### config.mk
export PLATFORM = sky130hd
export DESIGN_NAME = wash_cycle_ctrl
export DESIGN_NICKNAME = d
export VERILOG_FILES = /design/src/rtl/wash_cycle_ctrl.sv
export SDC_FILE = /design/constraint.sdc
export NUM_CORES = 1
export LEC_CHECK = 0
export ABC_AREA = 0
export CORE_MARGIN = 2
export CORE_UTILIZATION = 35
export DETAILED_ROUTE_END_ITERATION = 10
export PLACE_DENSITY = 0.6
export SETUP_SLACK_MARGIN = 0.1
export SLEW_MARGIN = 10
export SYNTH_ARGS = -nofsm -noshare
export SYNTH_HDL_FRONTEND = slang
export SYNTH_SLANG_ARGS = --single-unit
### constraint.sdc
create_clock -name clk -period 3.07 [get_ports clk]
set_input_delay 0.4605 -clock clk [delete_from_list [all_inputs] [get_ports clk]]
set_output_delay 0.4605 -clock clk [all_outputs]
set_load 0.03 [all_outputs]
### src/rtl/wash_cycle_ctrl.sv
// Wash-run controller: accepts a paid programme on start, then steps
// WASH -> RINSE -> SPIN on a 1 s tick with a whole-programme countdown.
// Supports pause/resume and abort; emits done / err_funds pulses.
module wash_cycle_ctrl #(
  parameter int TICK_DIV = 100_000_000
) (
  input  logic       clk,
  input  logic       rst,
  input  logic       start,
  input  logic [1:0] mode,
  input  logic [9:0] bal_in,
  input  logic       pause_bt,
  input  logic       abort,
  output logic       busy,
  output logic       paused,
  output logic [2:0] phase,
  output logic [9:0] remain_s,
  output logic [9:0] bal_out,
  output logic       done,
  output logic       err_funds
);

  localparam int PW = (TICK_DIV > 1) ? $clog2(TICK_DIV) : 1;
  localparam logic [PW-1:0] PRESC_MAX = PW'(TICK_DIV - 1);

  localparam logic [2:0] S_IDLE  = 3'd0;
  localparam logic [2:0] S_WASH  = 3'd1;
  localparam logic [2:0] S_RINSE = 3'd2;
  localparam logic [2:0] S_SPIN  = 3'd3;
  localparam logic [2:0] S_PAUSE = 3'd4;

  // Seconds spent in a given run state for a programme.
  function automatic logic [5:0] phase_dur(input logic [1:0] m, input logic [2:0] st);
    logic [5:0] d;
    d = 6'd0;
    case (m)
      2'd0: d = (st == S_WASH) ? 6'd10 : (st == S_RINSE) ? 6'd5  : (st == S_SPIN) ? 6'd5  : 6'd0;
      2'd1: d = (st == S_WASH) ? 6'd20 : (st == S_RINSE) ? 6'd10 : (st == S_SPIN) ? 6'd10 : 6'd0;
      2'd2: d = (st == S_WASH) ? 6'd30 : (st == S_RINSE) ? 6'd15 : (st == S_SPIN) ? 6'd10 : 6'd0;
      default: d = (st == S_SPIN) ? 6'd15 : 6'd0;
    endcase
    return d;
  endfunction

  function automatic logic [9:0] prog_total(input logic [1:0] m);
    case (m)
      2'd0:    return 10'd20;
      2'd1:    return 10'd40;
      2'd2:    return 10'd55;
      default: return 10'd15;
    endcase
  endfunction

  function automatic logic [9:0] prog_cost(input logic [1:0] m);
    case (m)
      2'd0:    return 10'd3;
      2'd1:    return 10'd5;
      2'd2:    return 10'd8;
      default: return 10'd2;
    endcase
  endfunction

  // Next run state after st, skipping zero-length phases; every programme
  // has a non-zero spin, so spin is always reached. After spin comes IDLE.
  function automatic logic [2:0] next_run(input logic [1:0] m, input logic [2:0] st);
    case (st)
      S_IDLE:  return (phase_dur(m, S_WASH) != 6'd0)  ? S_WASH :
                      (phase_dur(m, S_RINSE) != 6'd0) ? S_RINSE : S_SPIN;
      S_WASH:  return (phase_dur(m, S_RINSE) != 6'd0) ? S_RINSE : S_SPIN;
      S_RINSE: return S_SPIN;
      default: return S_IDLE;
    endcase
  endfunction

  logic [2:0]    state_q, state_d;
  logic [2:0]    ret_q, ret_d;
  logic [1:0]    mode_q, mode_d;
  logic [PW-1:0] presc_q, presc_d;
  logic [5:0]    phcnt_q, phcnt_d;
  logic [9:0]    remain_q, remain_d;
  logic [9:0]    bal_q, bal_d;
  logic          done_q, done_d;
  logic          err_q, err_d;

  logic          run;
  logic          tick;
  logic [2:0]    nxt_st;
  logic [2:0]    disp_st;

  assign run  = (state_q == S_WASH) || (state_q == S_RINSE) || (state_q == S_SPIN);
  assign tick = run && (presc_q == PRESC_MAX);

  // Next-state logic; priority is abort > pause_bt > tick.
  always_comb begin
    state_d  = state_q;
    ret_d    = ret_q;
    mode_d   = mode_q;
    presc_d  = presc_q;
    phcnt_d  = phcnt_q;
    remain_d = remain_q;
    bal_d    = bal_q;
    done_d   = 1'b0;
    err_d    = 1'b0;
    nxt_st   = next_run(mode_q, state_q);

    if (state_q == S_IDLE) begin
      if (start) begin
        if (bal_in >= prog_cost(mode)) begin
          bal_d    = bal_in - prog_cost(mode);
          remain_d = prog_total(mode);
          mode_d   = mode;
          state_d  = next_run(mode, S_IDLE);
          phcnt_d  = phase_dur(mode, next_run(mode, S_IDLE));
          presc_d  = '0;
        end else begin
          err_d = 1'b1;
        end
      end
    end else if (abort) begin
      state_d  = S_IDLE;
      remain_d = 10'd0;
      phcnt_d  = 6'd0;
      presc_d  = '0;
    end else if (pause_bt) begin
      if (state_q == S_PAUSE) begin
        state_d = ret_q;
      end else begin
        ret_d   = state_q;
        state_d = S_PAUSE;
        // A tick landing on the pause edge is dropped; counting restarts.
        if (tick) presc_d = '0;
      end
    end else if (run) begin
      presc_d = tick ? '0 : presc_q + PW'(1);
      if (tick) begin
        remain_d = remain_q - 10'd1;
        if (phcnt_q == 6'd1) begin
          state_d = nxt_st;
          if (nxt_st == S_IDLE) begin
            phcnt_d  = 6'd0;
            remain_d = 10'd0;
            done_d   = 1'b1;
          end else begin
            phcnt_d = phase_dur(mode_q, nxt_st);
          end
        end else begin
          phcnt_d = phcnt_q - 6'd1;
        end
      end
    end
  end

  // State and datapath registers, cleared asynchronously.
  always_ff @(posedge clk or posedge rst) begin
    if (rst) begin
      state_q  <= S_IDLE;
      ret_q    <= S_IDLE;
      mode_q   <= 2'd0;
      presc_q  <= '0;
      phcnt_q  <= 6'd0;
      remain_q <= 10'd0;
      bal_q    <= 10'd0;
      done_q   <= 1'b0;
      err_q    <= 1'b0;
    end else begin
      state_q  <= state_d;
      ret_q    <= ret_d;
      mode_q   <= mode_d;
      presc_q  <= presc_d;
      phcnt_q  <= phcnt_d;
      remain_q <= remain_d;
      bal_q    <= bal_d;
      done_q   <= done_d;
      err_q    <= err_d;
    end
  end

  assign disp_st = (state_q == S_PAUSE) ? ret_q : state_q;

  // One-hot phase display; PAUSE shows the phase it will return to.
  always_comb begin
    phase = 3'b000;
    case (disp_st)
      S_WASH:  phase = 3'b001;
      S_RINSE: phase = 3'b010;
      S_SPIN:  phase = 3'b100;
      default: phase = 3'b000;
    endcase
  end

  assign busy      = (state_q != S_IDLE);
  assign paused    = (state_q == S_PAUSE);
  assign remain_s  = remain_q;
  assign bal_out   = bal_q;
  assign done      = done_q;
  assign err_funds = err_q;

endmodule

; After elaboration in Yosys (flattened, before gate mapping)
; Index checks and enable logic that the tools add are counted.
[word_totals]
register_bits = 63
mem_bits_rw = 0
n_memories = 0
rom_bits = 0
latchBits = 0
word_cells = 158
input_bits = 17
[op_classes]
shift = 0
n_lt_le_gt_ge = 1
div = 0
multipliers = 0
addsub = 4
n_eq_ne = 24
reduce_logical = 23
muxes = 95
bitwise_logic = 2
[ops]
columns = cell, n
row1 = two-way mux 27 bit, 9
row2 = two-way mux 10 bit, 14
row3 = two-way mux 6 bit, 22
row4 = case mux 6 bit (3 select lines), 3
row5 = two-way mux 3 bit, 15
row6 = case mux 4 bit (3 select lines), 3
row7 = two-way mux 4 bit, 8
row8 = case mux 5 bit (3 select lines), 2
row9 = nonzero test 6 bit, 5
row10 = adder 27 x 1 -> 27 bit (second input constant), 1
row11 = equality test 27 bit (second input constant), 1
row12 = equality test 3 x 2 -> 1 bit (second input constant), 8
row13 = AND reduction 5 bit, 3
row14 = two-way mux 1 bit, 13
row15 = equality test 3 x 1 -> 1 bit (second input constant), 4
row16 = nonzero test 4 bit, 3
row17 = greater-or-equal comparator 10 bit, 1
row18 = two-way mux 5 bit, 2
row19 = subtractor 10 x 1 -> 10 bit (second input constant), 1
row20 = subtractor 10 bit, 1
row21 = case mux 3 bit (3 select lines), 1
row22 = nonzero test 3 bit, 3
row23 = equality test 6 x 1 -> 1 bit (second input constant), 1
row24 = zero test 3 bit, 2
row25 = other kinds (16), 23

; Depth between registers and ports, before layout
; Gate-level depths: netlist of run 1.
[logic_depth]
word_depth = 22
mapped_depth = 14

; Worst setup path before layout of run 1
; Ideal clock, no wire load.
[synth_path]
path_kind = in2reg
startpoint = input port mode[1]
endpoint = register presc_q[16]
n_path_buf = 1
required_time_ns = 2.994
path_stages = 14
t_arrival_ns = 3.063
slack_ns = -0.069
setup_time_ns = 0.076
cell_sequence = inv_1 -> ha_1 -> nor2_1 -> nor2_1 -> ha_1 -> inv_1 -> fa_1 -> a21o_1 -> a21boi_1 -> a41oi_2 -> and2_1 -> clkbuf_1 -> or4_1 -> o21ai_1
[synth_between]
elab_chain_cells = 7
word_cells_on_any_way = 9
classes_between = order compare: 1 / eq/ne: 3 / mux: 3 / reduce/logical: 2
[synth_rtl]
columns = element, line
row1 = "start, declared", 10  ; input logic [1:0] mode,
row2 = "equality test 2 bit, or another cell as far along", 55  ; case (m)
row3 = case mux 4 bit (3 select lines) *, 55
row4 = two-way mux 10 bit *, 107  ; if (start) begin
row5 = two-way mux 10 bit *, 106  ; if (state_q == S_IDLE) begin
row6 = greater-or-equal comparator 10 bit *, 108  ; if (bal_in >= prog_cost(mode)) begin
row7 = != test 2 x 1 -> 1 bit (no line) *, -
row8 = AND reduction 5 bit (no line) *, -
row9 = "end signal, assigned", 169  ; presc_q <= presc_d;
row10 = "end, declared", 78  ; logic [PW-1:0] presc_q, presc_d;
; Every way passes the cells marked *; elsewhere a longest branch is shown, timed or not. The select of a mux whose other input is x is not followed.
; A chain may end at the register's enable or synchronous reset.

; Worst setup path in the final report of run 1
[layout_path]
startpoint = input port mode[1]
endpoint = register remain_q[8] (netlist: remain_s[8])
[layout_between]
elab_chain_cells = 7
word_cells_on_any_way = 9
classes_between = order compare: 1 / eq/ne: 3 / mux: 3 / reduce/logical: 2
[layout_rtl]
columns = element, line
row1 = "equality test 2 bit, or another cell as far along", 55
row2 = case mux 4 bit (3 select lines) *, 55
row3 = two-way mux 10 bit *, 107
row4 = two-way mux 10 bit *, 106
row5 = greater-or-equal comparator 10 bit *, 108
row6 = != test 2 x 1 -> 1 bit (no line) *, -
row7 = AND reduction 5 bit (no line) *, -
row8 = "end signal, assigned", 171  ; remain_q <= remain_d;
row9 = "end, declared", 80  ; logic [9:0] remain_q, remain_d;
; Marks and branches as above.

==> results.md, run 1 <==
* Max-Cap Viols at 0
* Yosys cell types at 61
* Sink Count at 63
* Post-route ant nets at 0
* Final std cells w/o fill at 693
* Cell Area, Synth at 0.003959 mm2
* Routed Wire Length at 10530 um
* CP Launch Type: input pin
* Number of placed instances, taps included at 675
* Fin. Hold Viols at 0
* Met2 usage at 0.3124
* Share of layout cells above drive strength 1 at 0.1447
* Multi-input logic area at 0.002247 mm2
* DR vias/cell at 5.385
* Setup Skew at 0.008196 ns
* Top delay family on crit path: buffers and inverters
* Routed WL per cell at 15.20 um
* Yosys warnings at 0
* Layout net count at 584
* WP depth at 17
* Initial Utilization at 0.3620
* #FFs+latches synth at 63
* CTS root buffer: clkbuf_16
* Final min period at 2.807 ns
* Core area at 0.01094 mm2
* H-tree depth at 3
* Die extent in y at 110.4 um
* Worst relative slew slack at 0.5921
* Layout area overhead at 30.82%
* Min Hold Slack at 0.4747 ns
* Maximum vdd drop at 397.5 uV
* Endpoints failing setup at 0
* Vias in the first global route at 3786
* Post-synthesis async set-or-reset flop share at 1.000
* Iter 0 DRT Violations at 222
* Initial antenna violation count at 0
* Largest net degree at the start of global routing at 39
* CP Max Fanout at 12
* Later-pin clock latency in the skew report at 0.34 ns
* First-pass GRT wire length at 18010 um
* Buffers on Ports at 43
* Met3 track demand over resource at 0.03645
* Least-Margin Pin Slew at 0.6109 ns
* Max incr delay on CP at 0.35 ns
* Met1 usage at 0.2459
* Num CTS Buffers at 9
* Worst r2r src: presc_q[0]
* R2R setup slack at 0.49 ns
* Crit. End Element: flip-flop
* Status: completed
* Vias at 3732
* TritonRoute pass-1 iters at 4
* CTS clk-pin slew, worst paths at 0.06 ns
* Top_reg_cell synth: dfrtp_1
* Fmax at 356.2 MHz
* Design area at 0.005179 mm2
* Detailed Place HPWL at 7605 um
* Die width at 110.4 um
* Deepest clock path buffer count at 2
* RSZ-0062 raised after global routing: no
* Seq. cell area at 0.001577 mm2
* Final Cycle Share at 0.9145
* Worst r2r dst: presc_q[23]
* Die area at 0.01218 mm2
* Power per Cell Area at 804.1 mW/mm2
* Diode count at 0
* Crit path capture: remain_s[8]
* Hold buffer count at CTS at 0
* Critical Path Start: mode[1]
* Worst Setup Path Type: in -> reg
* GRT Total Usage at 0.1894
* Post-synthesis sequential area ratio at 0.3982
* Number of synthesized flops with an enable pin at 0
* Cells after synthesis at 468
* Grt total ovfl at 0
* Busiest grt layer: met2
* Crit path DAT at 3.06 ns
* CTS tree: built
* Worst Path Buf+Inv at 6
* Avg Synthesized Cell Area at 8.459 um2
* Worst Hold Class: reg -> reg
* Filler instances at 1042
* Critical path, cell by cell: dlygate4sd2_1 > inv_2 > ha_2 > nor2_1 > nor2_1 > ha_1 > inv_1 > fa_2 > a21o_1 > a21boi_2 > buf_4 > a31oi_1 > o22ai_1 > buf_4 > buf_12 > o21ai_1 > o21ai_1
* DRC violations left at 0
* Worst EP required at 3.32 ns
* Slowest stage cell on the critical path: fa_2
* Post-Place Cell Area at 0.004870 mm2
* Post-synth net total at 503
* I/O pin total at 44
* Row Count at 38
* Pleak at 0.002286 uW
* Worst reg2reg path depth at 7
* Fin. max-slew vios at 0
* Placer Congestion at 0.8436
worst min-delay path: cells and delay by family, from the launching register on:
family / cells / cell delay [ns]
and+or+nand+nor: 2 / 0.10
DFF: 1 / 0.34
cell families (layout without fill, tap and decap cells):
group / count (synthesis) / after routing / synth area share
AO/OA/AOI/OAI: 115 / 115 / 0.1802
flip-flops: 63 / 63 / 0.3982
multiplexers: 2 / 2 / 0.005373
adder cells (fa/ha/maj): 18 / 18 / 0.05879
AND/OR/NAND/NOR: 204 / 204 / 0.2623
XOR/XNOR: 25 / 25 / 0.05531
buffers and inverters: 41 / 126 / 0.03982
per-layer routing:
metal / vias to the layer above / part of all wire
li1: 1835 / -
met1: 1800 / 0.46
met2: 83 / 0.48
met3: 14 / 0.043
met4: 0 / 0.016
met5: - / 0
per-stage QoR:
stage / util / TNS [ns] / setup slack (ns) / power (uW)
finish: 0.4736 / 0 / 0.2626 / 4164
global route: 0.4736 / 0 / 0.1074 / 4450
CTS: 0.4725 / 0 / 0.2342 / 4182
detailed placement: 0.4453 / -11.63 / -0.3841 / 3150
global placement: 0.4453 / -8.499 / -0.3039 / 3110
floorplan: - / 0 / 0.1223 / 2430
flip-flops by register name (all words and copies together), names as in the netlist:
signal and count:
bal_out 10, done 1, err_funds 1, mode_q 2, phcnt_q 6, presc_q 27
remain_s 10, ret_q 3, state_q 3
Yosys cell counts, types with 3 or more instances:
library cell	instances	area [um2]
dfrtp_1	63	1577
and2_1	3	18.77
nor2_1	58	217.7
nand2_1	52	195.2
a31oi_1	6	37.54
clkbuf_1	13	48.80
or3_1	7	43.79
or2_2	3	18.77
xnor2_1	5	43.79
nand3_1	17	85.08
o21ai_0	26	130.1
a211oi_1	3	22.52
o211ai_1	4	30.03
a21oi_1	29	145.1
nor3_1	13	65.06
nor2b_1	3	18.77
buf_1	3	11.26
and3_1	7	43.79
buf_2	3	15.01
nand4_2	3	37.54
o22ai_1	3	18.77
or4_1	8	60.06
o31ai_1	3	22.52
nand4_1	10	62.56
xor2_1	20	175.2
o21ai_1	19	95.09
inv_1	22	82.58
ha_1	17	212.7
area by class of cell:
class,count,share of cell area
Sequential cell,63,0.3044
Clock inverter,5,0.009664
Clock buffer,10,0.04421
Tap cell,140,0.03382
Inverter,22,0.01595
Multi-Input combinational cell,364,0.4339
Timing Repair Buffer,89,0.1580
power by group:
| part | internal (uW) | total (uW) | switching (uW) |
|---|---|---|---|
| clock | 617 | 982 | 365 |
| sequential | 1010 | 1210 | 194 |
| combinational | 820 | 1980 | 1160 |
worst min-delay path by stage:
stage | slack, ns | end | startpoint | depth (start not counted)
floorplan | 0.46 | ret_q[2] | ret_q[2] | 2
global placement | 0.46 | bal_out[1] | bal_out[1] | 2
detailed placement | 0.46 | bal_out[1] | bal_out[1] | 2
CTS | 0.48 | bal_out[1] | bal_out[1] | 2
global route | 0.51 | bal_out[2] | bal_out[2] | 2
finish | 0.47 | bal_out[1] | bal_out[1] | 2
repair_timing:
| item | CTS | global route |
|---|---|---|
| resized for setup | 6 | 1 |
| buffers inserted | 2 | 1 |
| endpoints found under the setup margin | 24 | 4 |
| pin swaps | 1 | 1 |
cells in the final DEF, fill, tap and decap left out, drive strengths merged, types with 3 or more instances in the layout:
cell and count:
nor4 3, or3 7, clkinv 4, dfrtp 63, ha 17, or4 9
a31oi 6, clkdlybuf4s50 41, and3 7, nor3 14, buf 46, inv 22
o21ai 45, nand2 52, clkbuf 10, o31ai 3, o22ai 3, a21oi 29
xnor2 5, xor2 20, a211oi 3, nor2 58, or2 3, nor2b 3
and2 3, nand3 17, nand4 13, o211ai 5
(Power assumes the default switching activity.)
==> run 2, diff against run 1 <==
--- a/config.mk
+++ b/config.mk
@@ -9,8 +9,10 @@
 export CORE_MARGIN = 2
 export CORE_UTILIZATION = 35
 export DETAILED_ROUTE_END_ITERATION = 10
+export GPL_TIMING_DRIVEN = 0
 export PLACE_DENSITY = 0.6
 export SETUP_SLACK_MARGIN = 0.1
+export SKIP_CTS_REPAIR_TIMING = 1
 export SLEW_MARGIN = 10
 export SYNTH_ARGS = -nofsm -noshare
 export SYNTH_HDL_FRONTEND = slang
==> results.md, run 2 (synthesized netlist as in run 1, its figures left out) <==
* Crit. End Element: flip-flop
* Routed WL per cell at 15.50 um
* Worst Hold Class: in -> async
* Largest net degree at the start of global routing at 40
* Layout area overhead at 26.01%
* Fmax at 353.6 MHz
* Placer Congestion at 0.8304
* CP most frequent cell: nor2_1
* Crit path capture: presc_q[16]
* TritonRoute pass-1 iters at 4
* H-tree depth at 3
* Largest register FFs at 27
* Top delay family on crit path: simple AND/OR/NAND/NOR gates
* Share of layout cells above drive strength 1 at 0.1034
* CTS clk-pin slew, worst paths at 0.06 ns
* Commonest cells after routing, fill and taps aside: dfrtp_1, nor2_1, nand2_1
* Fin. max-slew vios at 0
* CP Launch Type: input pin
* CTS root buffer: clkbuf_16
* Worst Path Buf+Inv at 3
* Vias in the first global route at 3572
* Initial Utilization at 0.3620
* Grt total ovfl at 0
* Fin. Hold Viols at 0
* Maximum vdd drop at 396.0 uV
* Design area at 0.004989 mm2
* Max incr delay on CP at 0.49 ns
* Later-pin clock latency in the skew report at 0.33 ns
* Min Hold Slack at 0.4508 ns
* Least-Margin Pin Slew at 0.6650 ns
* Commonest non-fill, non-tap cell in the layout: dfrtp_1
* Largest Register: presc_q
* Endpoints failing setup at 0
* Final std cells w/o fill at 672
* WP depth at 14
* Initial antenna violation count at 0
* Deepest clock path buffer count at 2
* Worst relative slew slack at 0.5537
* Die width at 110.4 um
* Final Cycle Share at 0.9212
* Pleak at 0.002102 uW
* CP Max Fanout at 6
* Critical Path Start: mode[1]
* Critical path, cell by cell: dlymetal6s2s_1 > inv_2 > ha_2 > nor2_1 > nor2_1 > ha_1 > inv_1 > fa_2 > a21o_1 > a21boi_4 > a41oi_4 > and2_4 > or4_1 > o21ai_1
* Worst Setup Path Type: in -> reg
* Sink Count at 63
* Post-route ant nets at 0
* Iter 0 DRT Violations at 151
* Row Count at 38
* R2R setup slack at 0.33 ns
* Die area at 0.01218 mm2
* Routed Wire Length at 10420 um
* First-pass GRT wire length at 17280 um
* Buffers on Ports at 43
* Post-Place Cell Area at 0.004607 mm2
* Vias at 3698
* RSZ-0062 raised after global routing: no
* Worst EP required at 3.33 ns
* Slowest stage cell on the critical path: or4_1
* Layout net count at 562
* Setup Skew at 0.01043 ns
* Diode count at 0
* GRT Total Usage at 0.1810
* Filler instances at 1091
* DR vias/cell at 5.503
* Number of placed instances, taps included at 652
* Final min period at 2.828 ns
* Num CTS Buffers at 9
* Status: completed
* Worst reg2reg path depth at 8
* Worst r2r src: presc_q[0]
* Detailed Place HPWL at 7479 um
* Power per Cell Area at 822.6 mW/mm2
* CTS tree: built
* DRC violations left at 0
* Crit path DAT at 3.08 ns
* Die extent in y at 110.4 um
* Max-Cap Viols at 0
* Core area at 0.01094 mm2
* I/O pin total at 44
* Worst r2r dst: phcnt_q[1]
[run 2: cell types whose count changed in the layout (fill, tap and decap cells not counted), sizes merged]
cell and change:
dlymetal6s2s +2, clkinv -1, buf -34, clkbuf +13, clkinvlp +2, dlygate4sd2 -2
clkdlybuf4s50 -1
[run 2: power breakdown]
part	switching (uW)	internal, uW	total (uW)
combinational	1210	718	1930
clock	373	645	1020
sequential	146	1010	1160
total	1730	2380	4100
[run 2: area by class of cell]
class                   instances  area, um2  area share
well taps                     140      175.2     0.03511
repair buffers                 49      491.7     0.09857
clock buffers                  10      239.0     0.04791
clock inverters                 6      60.06     0.01204
plain buffers                  18      80.08     0.01605
flip-flops and latches         63       1577      0.3160
inverters                      22      85.08     0.01706
multi-input cells             364       2281      0.4572
[run 2: worst min-delay path by stage]
stage	cells past startpoint	end	slack, ns	from
6_report	2	ret_q[0]	0.45	rst
2_1_floorplan	2	ret_q[2]	0.46	ret_q[2]
3_3_place_gp	2	bal_out[3]	0.46	bal_out[3]
5_1_grt	2	ret_q[0]	0.49	rst
3_5_place_dp	2	bal_out[3]	0.46	bal_out[3]
4_1_cts	2	ret_q[0]	0.47	rst
[run 2: stage by stage]
stage          setup slack (ns)  total power [uW]  setup TNS (ns)  utilization
2_1_floorplan            0.1223              2430               0            -
3_3_place_gp            -0.7865              3000          -49.68       0.4192
3_5_place_dp            -0.8202              3038          -34.50       0.4213
4_1_cts                 -0.4816              4072          -15.72       0.4486
5_1_grt                 0.07197              4396               0       0.4562
6_report                 0.2418              4104               0       0.4562
[run 2: routing by layer]
metal / track usage / vias to the layer above / part of all wire
li1: - / 1803 / -
met4: 0.07679 / 0 / 0.015
met3: 0.02234 / 15 / 0.039
met5: 0 / - / 0
met2: 0.2954 / 81 / 0.48
met1: 0.2423 / 1799 / 0.46
==> run 3, diff against run 2 <==
--- a/config.mk
+++ b/config.mk
@@ -6,7 +6,8 @@
 export NUM_CORES = 1
 export LEC_CHECK = 0
 export ABC_AREA = 0
-export CORE_MARGIN = 2
+export CAP_MARGIN = 20
+export CORE_MARGIN = 5
 export CORE_UTILIZATION = 35
 export DETAILED_ROUTE_END_ITERATION = 10
 export GPL_TIMING_DRIVEN = 0
==> results.md, run 3 (synthesized netlist as in run 1, its figures left out) <==
* Part of the power in registers at 0.281
* Largest net degree at the start of global routing at 40
* Commonest non-fill, non-tap cell in the layout: dfrtp_1
* Final std cells w/o fill at 669
* Share of layout cells above drive strength 1 at 0.09641
* Largest register FFs at 27
* Endpoints failing setup at 0
* Status: completed
* Setup ws final at 0.2467 ns
* CP Launch Type: input pin
* Number of placed instances, taps included at 652
* Power per Cell Area at 829.2 mW/mm2
* Initial Utilization at 0.3604
* DRC violations left at 0
* CTS tree: built
* Layout area overhead at 25.73%
* Least-Margin Pin Slew at 0.6660 ns
* Commonest cells after routing, fill and taps aside: dfrtp_1, nor2_1, nand2_1
* Routed WL per cell at 15.47 um
* Die width at 116.4 um
* Final Cycle Share at 0.9196
* Deepest clock path buffer count at 2
* Max-Cap Viols at 0
* Grt total ovfl at 0
* Core area at 0.01098 mm2
* CTS clk-pin slew, worst paths at 0.06 ns
* CP Max Fanout at 7
* Diode count at 0
* Pleak at 0.002099 uW
* Die area at 0.01354 mm2
* Crit path DAT at 3.09 ns
* CTS root buffer: clkbuf_16
* Clk pwr share at 0.258
* Worst EP required at 3.33 ns
* Filler instances at 1098
* Post-route ant nets at 0
* I/O pin total at 44
* Later-pin clock latency in the skew report at 0.34 ns
* Final min period at 2.823 ns
* Fmax at 354.2 MHz
* Largest Register: presc_q
* Worst relative slew slack at 0.5530
* Worst Hold Class: in -> async
* Internal at 2415 uW
* Iter 0 DRT Violations at 198
* Routed Wire Length at 10350 um
* TritonRoute pass-1 iters at 4
* Vias in the first global route at 3662
* Placer Congestion at 0.8602
* Sink Count at 63
* Setup Skew at 0.008490 ns
* Vias at 3595
* RSZ-0062 raised after global routing: yes
* DR vias/cell at 5.374
* Power after layout at 4127 uW
* Num CTS Buffers at 9
* Row Count at 38
* Fin. max-slew vios at 0
* Die extent in y at 116.4 um
* Detailed Place HPWL at 7492 um
* Combinational power share at 0.461
* Final core occ at 0.4532
* Initial antenna violation count at 0
* GRT Total Usage at 0.1623
* Buffers on Ports at 43
* Fin. Hold Viols at 0
* Maximum vdd drop at 443.2 uV
* Layout net count at 559
* Sw Share at 0.4149
* Place WS at -0.8304 ns
* Worst Setup Path Type: in -> reg
* Sw Pwr at 1712 uW
* First-pass GRT wire length at 17490 um
* H-tree depth at 3
* Crit. End Element: flip-flop
-- run 3: cell types whose count changed in the layout (fill, tap and decap cells not counted), sizes merged --
cell / delta
buf: -3
clkbuf: +3
clkinvlp: -2
clkinv: -1
-- run 3: worst paths after layout --
kind                       startpoint          end  slack, ns  depth (start not counted)
setup / recovery              mode[1]  presc_q[16]       0.25                         14
hold / removal                    rst     ret_q[0]       0.45                          2
setup reg to reg           presc_q[0]   phcnt_q[1]       0.35                          8
hold reg to reg            bal_out[3]   bal_out[3]       0.47                          2
max in group asynchronous         rst  presc_q[19]       2.09                          3
min in group clk           bal_out[3]   bal_out[3]       0.47                          2
-- run 3: layout make-up --
class | instances | area [um2] | share of cell area
inverters | 22 | 85.08 | 0.01709
clock inverters | 3 | 40.04 | 0.008044
plain buffers | 18 | 80.08 | 0.01609
flip-flops and latches | 63 | 1577 | 0.3167
repair buffers | 46 | 469.2 | 0.09427
multi-input cells | 364 | 2281 | 0.4583
well taps | 140 | 175.2 | 0.03519
clock buffers | 13 | 270.3 | 0.05430
-- run 3: metrics by stage --
step / TNS (ns) / area, um2 / hold WS [ns]
final: 0 / 4977 / 0.4473
after detailed placement: -34.86 / 4607 / 0.4555
after global placement: -48.11 / 4584 / 0.4534
after CTS: -15.40 / 4917 / 0.4578
after floorplan: 0 / 3979 / 0.4640
after global routing: 0 / 4977 / 0.4726
-- run 3: power by group through the flow --
stage                     Clock, uW  Combinational, uW  Sequential [uW]
after detailed placement          0               1870             1170
after global placement            0               1840             1170
final                          1060               1900             1160
after global routing           1140               2110             1190
after floorplan                   0               1110             1320
after CTS                      1100               1880             1160
-- run 3: worst max-delay path, stage by stage --
cell and delay [ns]:
dlymetal6s2s_1 0.16, inv_2 0.11, ha_2 0.21, nor2_1 0.05, nor2_1 0.09, ha_1 0.18, inv_1 0.06, fa_2 0.35
a21o_1 0.20, a21boi_4 0.20, a41oi_4 0.20, and2_4 0.24, or4_1 0.49, o21ai_1 0.08
-- run 3: routing by layer --
metal / vias up / GRT usage / share of wire
li1: 1792 / - / -
met1: 1723 / 0.1992 / 0.45
met2: 66 / 0.2677 / 0.50
met3: 14 / 0.05440 / 0.044
met4: 0 / 0.05491 / 0.014
met5: - / 0 / 0
